==> src/rtl/sample_packer_pkg.sv <==
`default_nettype none
// ============================================================================
//  Module      : sample_packer_pkg
//  Description : Shared types and widths for the sample packer: packer state
//                encoding, packed output word width and per-sample half width.
//  Revision    : 1.0 - initial release
// ============================================================================
package sample_packer_pkg;

    localparam int OUT_WIDTH  = 32;
    localparam int HALF_WIDTH = 16;

    typedef enum logic [1:0] {
        S_IDLE = 2'd0,   // capture disabled
        S_LO   = 2'd1,   // waiting for the first sample of a pair
        S_HI   = 2'd2    // waiting for the second sample of a pair
    } state_t;

endpackage : sample_packer_pkg
`default_nettype wire

==> src/rtl/axis_out_reg.sv <==
`default_nettype none
// ============================================================================
//  Module      : axis_out_reg
//  Description : Single-entry AXI-Stream output register. A load places a word
//                and its last flag into the register and raises valid; the
//                word is held unchanged until the sink accepts it.
//  Ports       : clk, rst_n     - clock, synchronous active-low reset
//                load           - capture load_data/load_last this cycle
//                load_data/last - word and last flag to capture
//                tready         - sink ready
//                tdata/tvalid/tlast - registered AXI-Stream outputs
//  Revision    : 1.0 - initial release
// ============================================================================
module axis_out_reg
    import sample_packer_pkg::*;
(
    input  logic                 clk,
    input  logic                 rst_n,
    input  logic                 load,
    input  logic [OUT_WIDTH-1:0] load_data,
    input  logic                 load_last,
    input  logic                 tready,
    output logic [OUT_WIDTH-1:0] tdata,
    output logic                 tvalid,
    output logic                 tlast
);

    // The caller only asserts load when the register is empty or being
    // drained this cycle, so a load always wins over the drain.
    always_ff @(posedge clk) begin
        if (!rst_n) begin
            tdata  <= '0;
            tvalid <= 1'b0;
            tlast  <= 1'b0;
        end else if (load) begin
            tdata  <= load_data;
            tlast  <= load_last;
            tvalid <= 1'b1;
        end else if (tready) begin
            tvalid <= 1'b0;
        end
    end

endmodule : axis_out_reg
`default_nettype wire

==> src/rtl/sample_packer.sv <==
`default_nettype none
// ============================================================================
//  Module      : sample_packer
//  Description : Packs pairs of decimated samples into 32-bit AXI-Stream words
//                {fmt(second), fmt(first)}, frames them into packets of
//                pkt_len_reg words with tlast, and counts samples dropped under
//                back-pressure.
//  Ports       : clk, rst_n            - clock, synchronous active-low reset
//                enable                - capture enable
//                in_data_valid/ready/in_data - sample input handshake
//                pkt_len_reg           - words per packet (0 behaves as 1)
//                m_axis_tdata/tvalid/tready/tlast - packed word stream
//                drop_cnt              - saturating dropped-sample count
//  Revision    : 1.0 - initial release
// ============================================================================
module sample_packer
    import sample_packer_pkg::*;
#(
    parameter int DATA_IN_WIDTH  = 12,
    parameter int DATA_REG_WIDTH = 32,
    parameter int OFFSET_BIN     = 1
) (
    input  logic                      clk,
    input  logic                      rst_n,
    input  logic                      enable,
    input  logic                      in_data_valid,
    output logic                      in_data_ready,
    input  logic [DATA_IN_WIDTH-1:0]  in_data,
    input  logic [DATA_REG_WIDTH-1:0] pkt_len_reg,
    output logic [OUT_WIDTH-1:0]      m_axis_tdata,
    output logic                      m_axis_tvalid,
    input  logic                      m_axis_tready,
    output logic                      m_axis_tlast,
    output logic [DATA_REG_WIDTH-1:0] drop_cnt
);

    localparam logic [DATA_REG_WIDTH-1:0] ONE = {{(DATA_REG_WIDTH-1){1'b0}}, 1'b1};

    state_t                    state;
    state_t                    state_next;
    logic [HALF_WIDTH-1:0]     lo_half;
    logic [HALF_WIDTH-1:0]     fmt_in;
    logic [DATA_IN_WIDTH-1:0]  conv;
    logic [DATA_REG_WIDTH-1:0] word_cnt;
    logic [DATA_REG_WIDTH-1:0] len_latched;
    logic [DATA_REG_WIDTH-1:0] len_eff;
    logic                      accept;
    logic                      load;
    logic                      last_word;
    logic                      drop;

    // ---------------- sample formatting ----------------
    always_comb begin
        conv = in_data;
        if (OFFSET_BIN == 1) begin
            conv[DATA_IN_WIDTH-1] = ~in_data[DATA_IN_WIDTH-1];
        end
    end

    generate
        if (DATA_IN_WIDTH < HALF_WIDTH) begin : g_sext
            assign fmt_in = {{(HALF_WIDTH-DATA_IN_WIDTH){conv[DATA_IN_WIDTH-1]}}, conv};
        end else begin : g_full
            assign fmt_in = conv[HALF_WIDTH-1:0];
        end
    endgenerate

    // ---------------- handshake ----------------
    // Idle is excluded so a sample arriving in the cycle enable rises is
    // neither captured nor counted as a drop.
    assign in_data_ready = enable && (state != S_IDLE) && (!m_axis_tvalid || m_axis_tready);
    assign accept        = in_data_valid && in_data_ready && enable;
    assign load          = accept && (state == S_HI);
    assign drop          = in_data_valid && enable && !in_data_ready && (state != S_IDLE);

    // ---------------- packet framing ----------------
    // The first word of a packet uses the live length register (which is
    // latched at that load); later words use the latched copy so mid-packet
    // writes only affect the next packet.
    always_comb begin
        if (word_cnt == '0) begin
            len_eff = (pkt_len_reg == '0) ? ONE : pkt_len_reg;
        end else begin
            len_eff = len_latched;
        end
    end

    assign last_word = (word_cnt == (len_eff - ONE));

    // ---------------- FSM ----------------
    always_comb begin
        state_next = state;
        case (state)
            S_IDLE:  if (enable) state_next = S_LO;
            S_LO:    if (!enable) state_next = S_IDLE;
                     else if (accept) state_next = S_HI;
            S_HI:    if (!enable) state_next = S_IDLE;
                     else if (accept) state_next = S_LO;
            default: state_next = S_IDLE;
        endcase
    end

    always_ff @(posedge clk) begin
        if (!rst_n) begin
            state       <= S_IDLE;
            lo_half     <= '0;
            word_cnt    <= '0;
            len_latched <= '0;
            drop_cnt    <= '0;
        end else begin
            state <= state_next;

            if (!enable) begin
                lo_half  <= '0;
                word_cnt <= '0;
            end else begin
                if (accept && (state == S_LO)) begin
                    lo_half <= fmt_in;
                end
                if (load) begin
                    if (word_cnt == '0) begin
                        len_latched <= len_eff;
                    end
                    word_cnt <= last_word ? '0 : (word_cnt + ONE);
                end
            end

            if (drop && (drop_cnt != {DATA_REG_WIDTH{1'b1}})) begin
                drop_cnt <= drop_cnt + ONE;
            end
        end
    end

    // ---------------- output register ----------------
    axis_out_reg u_out (
        .clk       (clk),
        .rst_n     (rst_n),
        .load      (load),
        .load_data ({fmt_in, lo_half}),
        .load_last (last_word),
        .tready    (m_axis_tready),
        .tdata     (m_axis_tdata),
        .tvalid    (m_axis_tvalid),
        .tlast     (m_axis_tlast)
    );

endmodule : sample_packer
`default_nettype wire
==> config.mk <==
export PLATFORM = sky130hd
export DESIGN_NAME = sample_packer
export DESIGN_NICKNAME = d
export VERILOG_FILES = /design/src/rtl/sample_packer_pkg.sv /design/src/rtl/axis_out_reg.sv /design/src/rtl/sample_packer.sv
export SDC_FILE = /design/constraint.sdc
export NUM_CORES = 1
export LEC_CHECK = 0
export BUFFER_PORTS_ARGS = -buffer_cell sky130_fd_sc_hd__buf_2
export CAP_MARGIN = 40
export CORE_ASPECT_RATIO = 1.75
export CORE_MARGIN = 2
export CORE_UTILIZATION = 53
export CTS_CLUSTER_DIAMETER = 80
export DETAILED_ROUTE_END_ITERATION = 10
export GPL_TIMING_DRIVEN = 0
export HOLD_SLACK_MARGIN = 0.06
export PLACE_DENSITY_LB_ADDON = 0.05
export SLEW_MARGIN = 0
export SYNTH_ARGS = -nofsm -noshare
export SYNTH_HDL_FRONTEND = slang
export SYNTH_SLANG_ARGS = --single-unit
==> constraint.sdc <==
create_clock -name clk -period 4.3 [get_ports clk]
set_input_delay 0.86 -clock clk [delete_from_list [all_inputs] [get_ports clk]]
set_output_delay 0.86 -clock clk [all_outputs]
set_load 0.005 [all_outputs]
==> results.md, run 1 <==
- Outcome: complete, but fails checks
- Failing checks: negative setup slack
- Yosys cell types: 73
- CTS clock-pin slew for the worst setup and hold paths: 0.07 ns
- Top cell by count, worst path: ha_4
- Initial antenna violation count: 0
- CTS max path bufs: 2
- CP delay by family, top: simple AND/OR/NAND/NOR gates
- Post-CTS Hold Buffers: 0
- Worst reg2reg path depth: 20
- Std cell rows: 60
- CP Data Arrival Time: 4.84 ns
- Reg2reg end: word_cnt[23]
- Antenna Cells: 0
- Via count: 7853
- Max incr delay on CP: approximately 0.50 ns
- Fill cells: 1361
- Worst setup EP type: flop
- Setup violators final: 33
- Worst r2r src: word_cnt[0]
- Reg2reg setup slack: -0.25 ns
- CTS tree: yes
- CP max FO: 10
- Mapped Area: ~8000 um2
- Crit Path Category: flop to flop
- Share of cells above drive strength 1: 24.9%
- Worst Hold Path Cells: 2
- Final worst-path cycle share: 106%
- Overall Global Routing Usage: 32.8%
- First-pass GRT wire length: 42000 um
- Worst skew pair latency: 0.43 ns
- Peak supply drop: 224 uV
- Post-route cell area: 10100 um2
- Max Cap Viol: 0
- RSZ-0062 raised after global routing: true
- Leading cell types in the layout, fill and taps excluded: 171 x nand2_1, 130 x dfxtp_1, 118 x buf_2, 69 x xnor2_1, 62 x a21boi_0
- TritonCTS Buffers: 17
- Pre-CTS WS: -1.20 ns
- Clk sinks: 136
- Seq cells post-synth: 136
- Clock skew: 0.0139 ns
- Critical Path RT: between 4 and 5 ns
- Worst-margin pin slew: 0.961 ns
- Main synth FF type: dfxtp_1
- Initial core utilization: 53.8%
- Syn Nets: 1030
- H-Tree Depth: 4
- GRT Residual Overflow: 0
- Worst-path cell chain: inv_4 > ha_4 > nor4b_4 > and4_4 > nand2_4 > buf_4 > o21ai_4 > ha_4 > nor3b_4 > nand4b_1 > xnor2_1 > nor2_1 > a211oi_2 > or3b_1 > a21oi_2 > or4b_4 > nor3_4 > buf_12 > clkbuf_16 > nor3_2
- Syn Area/Cell: 8.40 um2
- DRT Wirelength: between 20000 and 30000 um
- Buf+Inv Stages, Crit Path: 4
- Setup WS post-layout: -0.249 ns
- Hold path start: u_out.tdata[20]
- Finished Layout Cells: 1338
- Post-route minimum period: 4.55 ns
- Post-DP Area: 9050 um2
- Post-layout nets: ~1200
- GPL Wtd Cong: 1.00
- Router iterations before antenna repair: 5
- Max-slew violations: 0
- Placed Cells: 1279
- Root Driver: clkbuf_16
- Chip Width: ~98 um
- Max_slew headroom: between 30 and 40%
- Leak: ~4.0 nW
- Ports: 116
- Synth warnings: 0
- Area delta synth->final: 23.4%
- Vias in the first global route: 7910
- Per-cell routed wire length: 20.3 um
- FMAX: 220 MHz
- Final hold violation count: 0
- Core box area: 15200 um2
- Slowest CP cell: or4b_4
- Port bufs: 114
- Syn Inst Count: 977
- Startpoint Class: flop
- Most common cell after layout, fill and taps aside: nand2_1
- Die Height: 169 um
- Hold EP: u_out.tdata[20]
- Ys async rst share: 0%
- Hold Crit Class: flop to flop
- DIE AREA: 16500 um2
- DR DRC count: 0
- Hpwl dp: 19900 um
- Power per Cell Area: 292 nW/um2
- Largest net degree at the start of global routing: 17
- Number of flops mapped to enable cells by yosys: 0
- Vias per cell: 5.87
- Sequential fraction of the synthesis area: 33.2%
- Initial DRC count: 355
- Detail Route Antenna Nets: 0
power by group:
group / internal [mW] / switching, mW / leakage, nW
registers: 1.26 / 0.00305 / 1.10
logic: 0.0879 / 0.135 / 2.62
clock network: 0.819 / 0.652 / 0.278
total: 2.17 / 0.790 / 4.00
cells by family (layout without fill, tap and decap cells):
| kind of cell | count (synthesis) | in the layout | synth area share [%] |
|---|---|---|---|
| AND/OR/NAND/NOR | 475 | 475 | 32.1 |
| flip-flops | 136 | 136 | 33.2 |
| AO/OA/AOI/OAI | 132 | 132 | 12.4 |
| XOR/XNOR | 112 | 112 | 12.0 |
| buffers and inverters | 77 | 252 | 4.83 |
| multiplexers | 41 | 41 | 5.00 |
| adder cells (fa/ha/maj) | 4 | 4 | 0.610 |
worst max-delay path by stage:
stage                     slack [ns]  cells past startpoint           start           end
after floorplan               0.0007                     16  pkt_len_reg[7]   word_cnt[5]
after global placement         -1.27                     20     word_cnt[0]  word_cnt[29]
after detailed placement       -1.20                     20     word_cnt[0]   word_cnt[8]
after CTS                      -0.29                     23     word_cnt[1]  word_cnt[10]
after global routing           -0.43                     21     word_cnt[0]  word_cnt[23]
final                          -0.25                     20     word_cnt[0]  word_cnt[23]
worst min-delay path: stages, from the launching register on:
cell and delay (ns):
dfxtp_1 0.31, nand2_1 0.04, a21boi_0 0.06
per-layer routing:
metal | track usage, % | wire, um | part of all wire, %
met4 | 23.1 | 1930 | 7.1
met5 | 0 | 0 | 0
met3 | 5.99 | 1400 | 5.2
met2 | 61.4 | 14600 | 54
met1 | 31.6 | 9180 | 34
cell type report:
class	count	area, um2	share of cell area (%)
Multi-Input combinational cell	764	5280	52.2
Sequential cell	136	2740	27.0
Timing Repair Buffer	146	871	8.60
Clock buffer	17	425	4.20
Buffer	55	345	3.41
Tap cell	186	233	2.30
Clock inverter	15	158	1.56
Inverter	19	76.3	0.754
cells in the mapped netlist, drive strengths merged, types with 3 or more instances:
| cell type | instances | area [um2] |
|---|---|---|
| clkbuf | 34 | 128 |
| a211o | 3 | 26.3 |
| and4 | 6 | 57.6 |
| mux2i | 41 | 410 |
| and2 | 27 | 169 |
| o21ai | 17 | 100 |
| nand3 | 37 | 185 |
| ha | 4 | 50.1 |
| buf | 24 | 198 |
| o31ai | 6 | 58.8 |
| and3 | 18 | 113 |
| a31oi | 5 | 31.3 |
| xnor2 | 69 | 604 |
| nand4 | 21 | 131 |
| nor4b | 7 | 76.3 |
| nor3b | 4 | 35.0 |
| nor4 | 23 | 231 |
| nor2b | 4 | 25.0 |
| o311ai | 4 | 35.0 |
| dfxtp | 136 | 2720 |
| nor3 | 67 | 502 |
| and3b | 3 | 26.3 |
| or3 | 14 | 87.6 |
| nand2b | 3 | 18.8 |
| xor2 | 43 | 377 |
| a21oi | 7 | 35.0 |
| inv | 19 | 71.3 |
| a21boi | 62 | 465 |
| o2111ai | 3 | 26.3 |
| o211ai | 5 | 42.5 |
| nor2 | 58 | 225 |
| nand2 | 174 | 661 |
timing repair:
| action | in CTS | in global routing |
|---|---|---|
| setup buffers | 22 | 6 |
| pin swaps | 38 | 21 |
| endpoints found under the setup margin | 33 | 33 |
| gates resized for setup | 46 | 17 |
| cloned | 2 | 1 |
registers in the layout, summed over array words and instances (netlist names):
register,cells
drop_cnt,32
len_latched,32
word_cnt,32
u_out.tdata,24
lo_half,12
state,2
u_out.tlast,1
u_out.tvalid,1
through the flow:
step           util, %  setup TNS, ns  power (mW)  hold WS, ns
2_1_floorplan        -              0        1.41        0.440
3_3_place_gp      59.4         -40.85        1.49        0.449
3_5_place_dp      59.4         -38.51        1.49        0.455
4_1_cts           65.8          -6.81        2.97        0.464
5_1_grt           66.5         -13.24        3.04        0.480
6_report          66.5          -7.13        2.96        0.461
Power figures use the tool's default switching activity.
==> run 2: changes to the inputs <==
==> constraint.sdc (replaced) <==
create_clock -name clk -period 4.3 [get_ports clk]
set_input_delay 0.645 -clock clk [delete_from_list [all_inputs] [get_ports clk]]
set_output_delay 0.645 -clock clk [all_outputs]
set_load 0.005 [all_outputs]
==> run 2 against run 1 <==
Net effect: the run still ends with negative setup slack left; register-to-register slack got worse by 0.07 ns; first-iteration DRC count increased by 9.0%; worst hold slack got worse by 0.053 ns; cell count decreased by 0.37%; global-route usage decreased by 1.3 points; routed wire length decreased by 2.4%; sequential power about the same; largest cell class unchanged; largest power group unchanged.
==> results.md, run 2 (synthesis gave the netlist of run 1 again) <==
- Final hold violation count: 0
- Max Cap Viol: 0
- Reg2reg end: word_cnt[22]
- Peak supply drop: 253 uV
- Antenna Cells: 0
- H-Tree Depth: 4
- Worst-margin pin slew: 0.767 ns
- Post-route minimum period: 4.63 ns
- Post-layout nets: 1187
- Max-slew violations: 0
- DRT Wirelength: around 26000 um
- Hold path start: in_data[11]
- Core box area: roughly 15000 um2
- GRT Residual Overflow: 0
- Via count: 7839
- Worst skew pair latency: roughly 0.43 ns
- Initial antenna violation count: 0
- Per-cell routed wire length: 19.9 um
- CP max FO: 6
- Vias per cell: 5.88
- Worst Hold Path Cells: 2
- Final core occ: 65.8%
- Overall Global Routing Usage: 31.5%
- Sequential cell area: 2730 um2
- Clock skew: approximately 0.017 ns
- Final worst-path cycle share: 108%
- Detail Route Antenna Nets: 0
- Power per Cell Area: ~300 nW/um2
- Critical Path RT: roughly 4.6 ns
- Worst r2r src: word_cnt[12]
- Setup violators final: 33
- TritonCTS Buffers: 17
- Initial core utilization: 53.8%
- RSZ-0062 raised after global routing: true
- FMAX: 216 MHz
- CTS max path bufs: 2
- Area delta synth->final: 22.3%
- Root Driver: clkbuf_16
- Final hold slack: between 0.4 and 0.5 ns
- Worst reg2reg path depth: 22
- Footprint of the multi-input gates: 5220 um2
- Initial DRC count: 387
- CTS tree: yes
- Port bufs: 114
- DR DRC count: 0
- Reg2reg setup slack: -0.32 ns
- Std cell rows: 60
- Comb pwr share: under 10%
- Sw Pwr: 0.817 mW
- Max_slew headroom: 48.9%
- Hold Crit Class: input port to flop
- Router iterations before antenna repair: 7
- Die Height: 169 um
- Chip Width: 98.1 um
- First-pass GRT wire length: ~41000 um
- Clock share of power: 49.7%
- Hpwl dp: 19700 um
- Clk sinks: 136
- Leading cell types in the layout, fill and taps excluded: 171 x nand2_1, 132 x dfxtp_1, 119 x buf_2, 69 x xnor2_1, 62 x a21boi_0
- Top flop regs: drop_cnt (32), len_latched (32), word_cnt (32)
- Pint: roughly 2.1 mW
- Worst setup EP type: flop
- Ports: 116
- Power Total: 2.94 mW
- Finished Layout Cells: 1333
- Failing checks: negative setup slack
- Switching part of the total: 27.8%
- Hold EP: lo_half[11]
- DIE AREA: roughly 17000 um2
- GPL Wtd Cong: approximately 1.0
- Share of cells above drive strength 1: 24.1%
- Vias in the first global route: 7807
- CP Data Arrival Time: 4.92 ns
- CTS clock-pin slew for the worst setup and hold paths: 0.07 ns
- Most common cell after layout, fill and taps aside: nand2_1
- Crit Path Category: input port to flop
- Largest net degree at the start of global routing: 17
- Placed Cells: 1279
- Fill cells: roughly 1400
- Share of power burned in registers: around 43%
- Startpoint Class: input port
- Outcome: complete, but fails checks
- Setup WS post-layout: -0.328 ns
- Leak: 3.96 nW
- Post-CTS Hold Buffers: 0
run 2: how the worst max path moves through the flow:
stage / endpoint / cells past startpoint / start
2_1_floorplan: word_cnt[5] / 19 / word_cnt[0]
3_3_place_gp: word_cnt[10] / 20 / word_cnt[0]
3_5_place_dp: word_cnt[23] / 20 / word_cnt[0]
4_1_cts: word_cnt[28] / 22 / word_cnt[1]
5_1_grt: word_cnt[16] / 22 / word_cnt[0]
6_report: word_cnt[22] / 21 / pkt_len_reg[9]
run 2: what timing repair did:
| action | CTS | global route |
|---|---|---|
| setup buffers | 18 | 4 |
| pin swaps | 33 | 15 |
| setup endpoints to repair | 33 | 33 |
| gates cloned | 2 | 1 |
| gates resized for setup | 43 | 13 |
run 2: through the flow:
stage | area [um2] | TNS (ns) | setup WS (ns)
final | 10000 | -9.32 | -0.328
after global routing | 10000 | -15.06 | -0.498
after CTS | 9950 | -7.08 | -0.300
after detailed placement | 9040 | -41.20 | -1.28
after global placement | 9020 | -42.15 | -1.31
after floorplan | 8220 | 0 | 0.00671
run 2: power groups by stage:
| stage | logic, mW | clock network [mW] | registers [mW] |
|---|---|---|---|
| after floorplan | 0.110 | 0 | 1.29 |
| after global placement | 0.195 | 0 | 1.29 |
| after detailed placement | 0.196 | 0 | 1.29 |
| after CTS | 0.207 | 1.48 | 1.26 |
| after global routing | 0.227 | 1.52 | 1.26 |
| final | 0.214 | 1.46 | 1.26 |
run 2: layer usage:
layer  routed length, um  vias up  track usage [%]
met5                   0        -                0
li1                    -     3729                -
met3                1290      124             5.37
met4                1840        0             21.8
met2               14000      320             58.9
met1                9290     3666             30.9
run 2: final cells by class:
type                            instances  share of cell area (%)
Buffer                                 54                    3.29
Sequential cell                       136                    27.2
Timing Repair Buffer                  142                    8.53
Inverter                               19                   0.761
Clock inverter                         15                    1.53
Tap cell                              186                    2.32
Multi-Input combinational cell        764                    52.1
Clock buffer                           17                    4.24
run 2: worst max-delay path: stages:
cell,delay (ns)
buf_2,0.14
nor4_4,0.55
nand3_1,0.28
o31ai_4,0.43
o21ai_4,0.12
ha_2,0.20
buf_6,0.11
nor3b_4,0.15
buf_6,0.13
buf_4,0.13
nand3_1,0.08
xor2_1,0.16
nor2_1,0.07
o31a_1,0.29
nor4_2,0.24
and4_1,0.29
nand4_1,0.27
nor3_4,0.25
buf_6,0.19
clkbuf_16,0.16
nor3_2,0.03
